**config.mk**
```make
export PLATFORM = sky130hd
export DESIGN_NAME = alu_op_sequencer_flat
export DESIGN_NICKNAME = d
export VERILOG_FILES = /design/src/rtl/alu_op_sequencer_if.sv /design/src/rtl/alu_op_sequencer.sv /design/src/flat_wrapper.sv
export SDC_FILE = /design/constraint.sdc
export NUM_CORES = 1
export LEC_CHECK = 0
export BUFFER_PORTS_ARGS = -buffer_cell sky130_fd_sc_hd__buf_4
export CORE_MARGIN = 5
export CORE_UTILIZATION = 49
export CTS_BUF_LIST = sky130_fd_sc_hd__clkbuf_16
export CTS_CLUSTER_DIAMETER = 100
export DETAILED_ROUTE_END_ITERATION = 8
export GPL_ROUTABILITY_DRIVEN = 0
export GPL_TIMING_DRIVEN = 0
export PLACE_DENSITY = 0.83
export SLEW_MARGIN = 20
export SYNTH_ARGS = -nofsm -noshare
export SYNTH_HDL_FRONTEND = slang
export SYNTH_SLANG_ARGS = --single-unit
```
**constraint.sdc**
```tcl
create_clock -name clock -period 3.2 [get_ports clock]
set_clock_uncertainty 0.2 [all_clocks]
set_input_delay 0.64 -clock clock [delete_from_list [all_inputs] [get_ports clock]]
set_output_delay 0.64 -clock clock [all_outputs]
set_load 0.02 [all_outputs]
```
**src/rtl/alu_op_sequencer_if.sv**
```systemverilog
// Control bundle between the ALU op sequencer and DataPath.
// master = sequencer side, slave = DataPath / top-level side.
interface alu_op_sequencer_if;
    logic        start;
    logic [31:0] ir;
    logic [15:0] regIn;
    logic [15:0] regOut;
    logic        HiIn;
    logic        LoIn;
    logic        ZIn;
    logic        PCIn;
    logic        MDRIn;
    logic        YIn;
    logic        MARIn;
    logic        IRIn;
    logic        IncPC;
    logic        HiOut;
    logic        LoOut;
    logic        ZHiOut;
    logic        ZLoOut;
    logic        PCOut;
    logic        MDROut;
    logic        MDRread;
    logic [4:0]  ALUcode;
    logic        busy;
    logic        done;
    logic        illegal;

    modport master (
        input  start, ir,
        output regIn, regOut,
        output HiIn, LoIn, ZIn, PCIn, MDRIn,
        output YIn, MARIn, IRIn, IncPC,
        output HiOut, LoOut, ZHiOut, ZLoOut,
        output PCOut, MDROut, MDRread,
        output ALUcode, busy, done, illegal
    );

    modport slave (
        output start, ir,
        input  regIn, regOut,
        input  HiIn, LoIn, ZIn, PCIn, MDRIn,
        input  YIn, MARIn, IRIn, IncPC,
        input  HiOut, LoOut, ZHiOut, ZLoOut,
        input  PCOut, MDROut, MDRread,
        input  ALUcode, busy, done, illegal
    );
endinterface

```
**src/rtl/alu_op_sequencer.sv**
```systemverilog
// Hardwired T-state sequencer: fetch plus register-register ALU class.
// Outputs decode only registered state and the fields latched at T3.
module alu_op_sequencer #(
    parameter int         MEM_WAIT = 1,
    parameter logic [4:0] OP_MUL   = 5'b01111,
    parameter logic [4:0] OP_DIV   = 5'b10000,
    parameter logic [4:0] OP_NEG   = 5'b10001,
    parameter logic [4:0] OP_NOT   = 5'b10010
) (
    input logic                 clock,
    input logic                 clear,
    alu_op_sequencer_if.master  bus
);

    localparam logic [3:0] S_IDLE  = 4'd0;
    localparam logic [3:0] S_T0    = 4'd1;
    localparam logic [3:0] S_T1    = 4'd2;
    localparam logic [3:0] S_T2    = 4'd3;
    localparam logic [3:0] S_T3    = 4'd4;
    localparam logic [3:0] S_T4    = 4'd5;
    localparam logic [3:0] S_T5    = 4'd6;
    localparam logic [3:0] S_T6    = 4'd7;
    localparam logic [3:0] S_DONE  = 4'd8;
    localparam logic [3:0] S_FAULT = 4'd9;

    localparam logic [3:0] WAIT_LOAD = 4'(MEM_WAIT - 1);

    logic [3:0] state;
    logic [3:0] state_n;
    logic [3:0] cnt;
    logic [4:0] op_q;
    logic [3:0] ra_q;
    logic [3:0] rb_q;
    logic [3:0] rc_q;

    logic is_bin;
    logic is_md;
    logic is_un;
    logic is_ok;
    logic first_t1;

    logic unused_ir;
    assign unused_ir = ^bus.ir[14:0];

    assign is_bin   = (op_q <= 5'b01000);
    assign is_md    = (op_q == OP_MUL) || (op_q == OP_DIV);
    assign is_un    = (op_q == OP_NEG) || (op_q == OP_NOT);
    assign is_ok    = is_bin || is_md || is_un;
    assign first_t1 = (cnt == WAIT_LOAD);

    function automatic logic [15:0] oh(input logic [3:0] idx);
        return 16'(1) << idx;
    endfunction

    always_comb begin
        state_n = state;
        unique case (state)
            S_IDLE:  if (bus.start) state_n = S_T0;
            S_T0:    state_n = S_T1;
            S_T1:    if (cnt == 4'd0) state_n = S_T2;
            S_T2:    state_n = S_T3;
            S_T3: begin
                if (!is_ok)     state_n = S_FAULT;
                else if (is_un) state_n = S_T5;
                else            state_n = S_T4;
            end
            S_T4:    state_n = S_T5;
            S_T5:    state_n = is_md ? S_T6 : S_DONE;
            S_T6:    state_n = S_DONE;
            S_DONE:  state_n = S_IDLE;
            S_FAULT: state_n = S_IDLE;
            default: state_n = S_IDLE;
        endcase
    end

    always_ff @(posedge clock) begin
        if (clear) begin
            state <= S_IDLE;
            cnt   <= 4'd0;
            op_q  <= 5'd0;
            ra_q  <= 4'd0;
            rb_q  <= 4'd0;
            rc_q  <= 4'd0;
        end else begin
            state <= state_n;
            if (state == S_T0)
                cnt <= WAIT_LOAD;
            else if (state == S_T1 && cnt != 4'd0)
                cnt <= cnt - 4'd1;
            // fields are captured on T3 entry so IR may change afterwards
            if (state == S_T2) begin
                op_q <= bus.ir[31:27];
                ra_q <= bus.ir[26:23];
                rb_q <= bus.ir[22:19];
                rc_q <= bus.ir[18:15];
            end
        end
    end

    always_comb begin
        bus.regIn   = 16'h0000;
        bus.regOut  = 16'h0000;
        bus.HiIn    = 1'b0;
        bus.LoIn    = 1'b0;
        bus.ZIn     = 1'b0;
        bus.PCIn    = 1'b0;
        bus.MDRIn   = 1'b0;
        bus.YIn     = 1'b0;
        bus.MARIn   = 1'b0;
        bus.IRIn    = 1'b0;
        bus.IncPC   = 1'b0;
        bus.HiOut   = 1'b0;
        bus.LoOut   = 1'b0;
        bus.ZHiOut  = 1'b0;
        bus.ZLoOut  = 1'b0;
        bus.PCOut   = 1'b0;
        bus.MDROut  = 1'b0;
        bus.MDRread = 1'b0;
        bus.ALUcode = 5'b00000;
        bus.busy    = (state != S_IDLE);
        bus.done    = 1'b0;
        bus.illegal = 1'b0;
        unique case (state)
            S_T0: begin
                bus.PCOut = 1'b1;
                bus.MARIn = 1'b1;
                bus.IncPC = 1'b1;
                bus.ZIn   = 1'b1;
            end
            S_T1: begin
                bus.ZLoOut  = 1'b1;
                bus.PCIn    = first_t1;
                bus.MDRread = 1'b1;
                bus.MDRIn   = 1'b1;
            end
            S_T2: begin
                bus.MDROut = 1'b1;
                bus.IRIn   = 1'b1;
            end
            S_T3: begin
                if (is_un) begin
                    bus.regOut  = oh(rb_q);
                    bus.ALUcode = op_q;
                    bus.ZIn     = 1'b1;
                end else if (is_ok) begin
                    bus.regOut = oh(rb_q);
                    bus.YIn    = 1'b1;
                end
            end
            S_T4: begin
                bus.regOut  = oh(rc_q);
                bus.ALUcode = op_q;
                bus.ZIn     = 1'b1;
            end
            S_T5: begin
                bus.ZLoOut  = 1'b1;
                bus.ALUcode = op_q;
                if (is_md) bus.LoIn  = 1'b1;
                else       bus.regIn = oh(ra_q);
            end
            S_T6: begin
                bus.ZHiOut = 1'b1;
                bus.HiIn   = 1'b1;
            end
            S_DONE: bus.done = 1'b1;
            S_FAULT: begin
                bus.done    = 1'b1;
                bus.illegal = 1'b1;
            end
            default: ;
        endcase
    end

endmodule

```
**src/flat_wrapper.sv**
```systemverilog
// flat-port wrapper written by rule: the top's interface ports become plain ports
module alu_op_sequencer_flat 
#(
    parameter int         MEM_WAIT = 1,
    parameter logic [4:0] OP_MUL   = 5'b01111,
    parameter logic [4:0] OP_DIV   = 5'b10000,
    parameter logic [4:0] OP_NEG   = 5'b10001,
    parameter logic [4:0] OP_NOT   = 5'b10010
)
  (clock, clear, bus_start, bus_ir, bus_regIn, bus_regOut, bus_HiIn, bus_LoIn, bus_ZIn, bus_PCIn, bus_MDRIn, bus_YIn, bus_MARIn, bus_IRIn, bus_IncPC, bus_HiOut, bus_LoOut, bus_ZHiOut, bus_ZLoOut, bus_PCOut, bus_MDROut, bus_MDRread, bus_ALUcode, bus_busy, bus_done, bus_illegal);
  alu_op_sequencer_if bus_i ();
  input logic clock;
  input logic clear;
  input wire logic [$bits(bus_i.start)-1:0] bus_start;
  input wire logic [$bits(bus_i.ir)-1:0] bus_ir;
  output wire logic [$bits(bus_i.regIn)-1:0] bus_regIn;
  output wire logic [$bits(bus_i.regOut)-1:0] bus_regOut;
  output wire logic [$bits(bus_i.HiIn)-1:0] bus_HiIn;
  output wire logic [$bits(bus_i.LoIn)-1:0] bus_LoIn;
  output wire logic [$bits(bus_i.ZIn)-1:0] bus_ZIn;
  output wire logic [$bits(bus_i.PCIn)-1:0] bus_PCIn;
  output wire logic [$bits(bus_i.MDRIn)-1:0] bus_MDRIn;
  output wire logic [$bits(bus_i.YIn)-1:0] bus_YIn;
  output wire logic [$bits(bus_i.MARIn)-1:0] bus_MARIn;
  output wire logic [$bits(bus_i.IRIn)-1:0] bus_IRIn;
  output wire logic [$bits(bus_i.IncPC)-1:0] bus_IncPC;
  output wire logic [$bits(bus_i.HiOut)-1:0] bus_HiOut;
  output wire logic [$bits(bus_i.LoOut)-1:0] bus_LoOut;
  output wire logic [$bits(bus_i.ZHiOut)-1:0] bus_ZHiOut;
  output wire logic [$bits(bus_i.ZLoOut)-1:0] bus_ZLoOut;
  output wire logic [$bits(bus_i.PCOut)-1:0] bus_PCOut;
  output wire logic [$bits(bus_i.MDROut)-1:0] bus_MDROut;
  output wire logic [$bits(bus_i.MDRread)-1:0] bus_MDRread;
  output wire logic [$bits(bus_i.ALUcode)-1:0] bus_ALUcode;
  output wire logic [$bits(bus_i.busy)-1:0] bus_busy;
  output wire logic [$bits(bus_i.done)-1:0] bus_done;
  output wire logic [$bits(bus_i.illegal)-1:0] bus_illegal;
  assign bus_i.start = bus_start;
  assign bus_i.ir = bus_ir;
  assign bus_regIn = bus_i.regIn;
  assign bus_regOut = bus_i.regOut;
  assign bus_HiIn = bus_i.HiIn;
  assign bus_LoIn = bus_i.LoIn;
  assign bus_ZIn = bus_i.ZIn;
  assign bus_PCIn = bus_i.PCIn;
  assign bus_MDRIn = bus_i.MDRIn;
  assign bus_YIn = bus_i.YIn;
  assign bus_MARIn = bus_i.MARIn;
  assign bus_IRIn = bus_i.IRIn;
  assign bus_IncPC = bus_i.IncPC;
  assign bus_HiOut = bus_i.HiOut;
  assign bus_LoOut = bus_i.LoOut;
  assign bus_ZHiOut = bus_i.ZHiOut;
  assign bus_ZLoOut = bus_i.ZLoOut;
  assign bus_PCOut = bus_i.PCOut;
  assign bus_MDROut = bus_i.MDROut;
  assign bus_MDRread = bus_i.MDRread;
  assign bus_ALUcode = bus_i.ALUcode;
  assign bus_busy = bus_i.busy;
  assign bus_done = bus_i.done;
  assign bus_illegal = bus_i.illegal;
  alu_op_sequencer #(.MEM_WAIT(MEM_WAIT), .OP_MUL(OP_MUL), .OP_DIV(OP_DIV), .OP_NEG(OP_NEG), .OP_NOT(OP_NOT)) u_core (.clock(clock), .clear(clear), .bus(bus_i));
endmodule
```
==> out/results.txt <==
In this run the tightest slew margin relative to its limit is 63.34%. The first global-routing pass estimated 8038 µm of wire. Once the clock tree was built, the setup fixing pass inserted 0 buffers.

The number of antenna violations at the first check in global routing was 0; the total number of clock tree sinks was 25. Worst setup path category: reg2out. Detailed placement finished with a half-perimeter wire length of 3698 µm.

The number of nets with antenna violations after detailed routing was 0. The final layout contains 354 nets. Of the synthesized area, sequential elements account for 28.99%.

The startpoint identified for the worst register-to-register timing path is u_core.cnt[0]. In the global route stage, met2 resource usage came out at 34.64%. The I/O pin total is 91.

The via count normalized by instance count was 5.364; the number of filler cells placed in the layout was 300. The synthesis-to-layout area growth is 40.14%. The number of enable flip-flop cells after synthesis came out at 0.

The layer with the highest usage was met2. The Yosys step of the flow raised 0 warnings. Measured in cells, the most critical reg-to-reg path has a length of 6. The count of TritonRoute iterations in the first routing pass was 4; the slew at the pin with the worst max-slew slack was 0.5487 ns. In this run the static leakage power is 1.039 nW. For the DRC marker count from the first detailed-route iteration, the log shows 84. For this run, global-route usage on met3 was measured as 4.348%.

Across the VDD grid, the largest voltage drop is 357.5 µV. Max-cap violations in this run came to 0. With fillers left out, the area of the finished cells amounts to 2420 µm². The number of standard cells after synthesis was 239; the final cycle utilization of the critical path was 92.85%.

The worst setup path is captured at an output pin. Total count of max-transition violations in the final report: 0. The routed design could run at a clock period as short as 2.971 ns.

For the worst-case setup margin in the final layout, the log shows 0.2289 ns. After detailed placement, the design holds a cell count of 359. The path with the worst hold slack has its endpoint at u_core.ra_q[2]. The final standard cell utilization of the core is 71.95%. The power per unit of standard cell area is 439.0 nW/µm², and the post-detailed-routing wire length is 4743 µm. In this run the worst hold path is classified as reg2reg. For the post-place setup slack, the log shows 0.5391 ns. At the worst endpoint, the arrival time is 2.13 ns.

Setup violations remaining at the end of the flow were counted as 0. In this run the horizontal extent of the chip is 69.36 µm. Dividing the detail-routed wire length by the instance count gives 13.07 µm.

Buffers inserted to repair hold after CTS numbered 0. Buffers placed on the I/O ports in this run total 73. The floorplan step defined a core boundary enclosing 3363 µm². Setup repair after global routing left no endpoint under its margin. In this run the worst path has a maximum fanout of 10. Number of H-tree levels: 1.

The logs give 23.49% for the met1 usage and 17 for the maximum number of pins on one net before global-route repair. In the synthesized netlist the async set-or-reset flop fraction comes to 0%. In the routed design, unresolved DRC markers number 0.

The run gives 2336 µm² as the placed standard-cell area. The run gives 47 as the distinct cell type count of the synthesized netlist. The synthesis-stage register bit count works out to 25.

Static timing analysis puts the maximum clock frequency at 336.6 MHz. The worst hold path stage count is 2, and the filler-free cell count of the finished design is 363. The clock-pin slew of the registers on the worst-case setup and hold paths is 0.07 ns, and the layout cell share with drive strength beyond 1 is 32.49%. The final hold violation count was 0; the number of vias in the routed layout was 1,947.

The primary flip-flop cell chosen by synthesis mapping was sky130_fd_sc_hd__dfxtp_1. Summed over all layers, the global routing overflow is 0. For this configuration, the core starts out at a cell density of 51.34%. Global routing used 19.58% of the available tracks across all layers.

In this run, CTS created clock tree buffers numbering 3. In the layout the commonest cells are sky130_fd_sc_hd__buf_4, sky130_fd_sc_hd__nand2_1, sky130_fd_sc_hd__dfxtp_1, sky130_fd_sc_hd__nor2_1, sky130_fd_sc_hd__a21oi_1. TritonCTS built the clock tree.

The endpoint identified for the worst register-to-register timing path is u_core.state[0]. Across all register-to-register paths, the minimum setup slack is 1.15 ns. At the later pin of the worst-skew pair, clock insertion delay measures 0.26 ns. The synthesized area per cell is 7.225 µm².

STA puts the critical path data required time at 2.36 ns. After routing, the total negative slack on setup checks comes to 0 ns. The run finished with clean final reports.

Row generation in the floorplan step produced 21 rows. The number of antenna diodes in the final layout is 0. The tools report the library cell used as clock root buffer as sky130_fd_sc_hd__clkbuf_16. The worst setup path is launched from a flip-flop.

The die covers 4811 µm². For the buffer levels on the longest clock path, the log shows 2. Leaving out fill and tap cells, the most frequent cell in the layout is sky130_fd_sc_hd__buf_4. In this run the most critical hold path is launched from u_core.ra_q[2].

In this run, post-CTS repair resized a total of 0 instances. The area of the mapped netlist was 1727 µm². For the via count of the first global-routing pass, the log shows 1,832. Die outline height: 69.36 µm.
how the worst max path moves through the flow:
stage | endpoint | slack (ns) | startpoint | cells past startpoint
2_1_floorplan | bus_regOut[0] | 0.44 | u_core.op_q[0] | 5
3_3_place_gp | bus_regOut[1] | 0.54 | u_core.state[2] | 6
3_5_place_dp | bus_regOut[1] | 0.54 | u_core.state[2] | 6
4_1_cts | bus_regOut[1] | 0.22 | u_core.state[2] | 6
5_1_grt | bus_regOut[0] | 0.01 | u_core.state[2] | 5
6_report | bus_regOut[0] | 0.23 | u_core.state[2] | 5
synthesized netlist by cell type, drive strengths merged (2+ instances only):
library cell / count / area, µm²
nand3: 9 / 45.04
clkbuf: 5 / 18.77
or4: 2 / 15.01
o41ai: 4 / 35.03
and3: 4 / 25.02
nand3b: 3 / 22.52
nor2b: 6 / 37.54
a41oi: 2 / 17.52
buf: 14 / 98.84
nand2: 54 / 202.7
and2: 6 / 42.54
o31ai: 12 / 90.09
a21oi: 19 / 98.85
dfxtp: 25 / 500.5
or2: 2 / 12.51
nand4bb: 2 / 22.52
nor3b: 4 / 30.03
xor2: 3 / 26.28
inv: 6 / 22.52
nor3: 7 / 35.03
nor4: 2 / 12.51
o21a: 2 / 15.01
nand2b: 8 / 57.55
nor4bb: 2 / 20.02
nor2: 22 / 85.09
report_power, final:
part,internal (mW),switching (mW),leakage [nW],total (mW)
Clock,0.173,0.114,0.0415,0.286
Sequential,0.336,0.0245,0.202,0.361
Combinational,0.182,0.234,0.795,0.416
per-layer routing:
layer,up-vias,wire [µm]
li1,989,-
met1,890,2015
met2,60,2337
met3,8,319
met4,0,71
met5,-,0
critical path, stage by stage, from the launching register on:
cell and delay, ns:
sky130_fd_sc_hd__dfxtp_1 0.32, sky130_fd_sc_hd__clkbuf_1 0.31, sky130_fd_sc_hd__nor4b_4 0.39, sky130_fd_sc_hd__o21ai_2 0.20, sky130_fd_sc_hd__o41ai_1 0.42, sky130_fd_sc_hd__buf_4 0.22
state kept, by name (all words and copies together) (netlist names):
signal,cells
u_core.rb_q,4
u_core.ra_q,4
u_core.state,4
u_core.cnt,4
u_core.op_q,5
u_core.rc_q,4
cell type report:
class | count | area [µm²] | share of cell area (%)
repair buffers | 73 | 548.0 | 22.65
plain buffers | 19 | 117.6 | 4.860
clock buffers | 3 | 75.07 | 3.102
clock inverters | 1 | 8.758 | 0.3619
flip-flops and latches | 25 | 500.5 | 20.68
inverters | 6 | 22.52 | 0.9307
multi-input cells | 190 | 1090 | 45.04
well taps | 46 | 57.56 | 2.378
stage by stage:
stage	total power [mW]	hold slack, ns
2_1_floorplan	0.6450	0.2651
3_3_place_gp	0.7741	0.2791
3_5_place_dp	0.7810	0.2914
4_1_cts	1.071	0.3020
5_1_grt	1.130	0.3286
6_report	1.062	0.3013
kinds of logic after synthesis:
family	after synthesis	synth area share (%)
DFF	25	28.99
and+or+nand+nor	136	40.94
buffers and inverters	25	8.116
xor gates and xnor gates	4	2.029
AOI/OAI and AO/OA	47	18.99
other	1	0.2172
adders and majority gates	1	0.7245
Power figures use the tool's default switching activity.
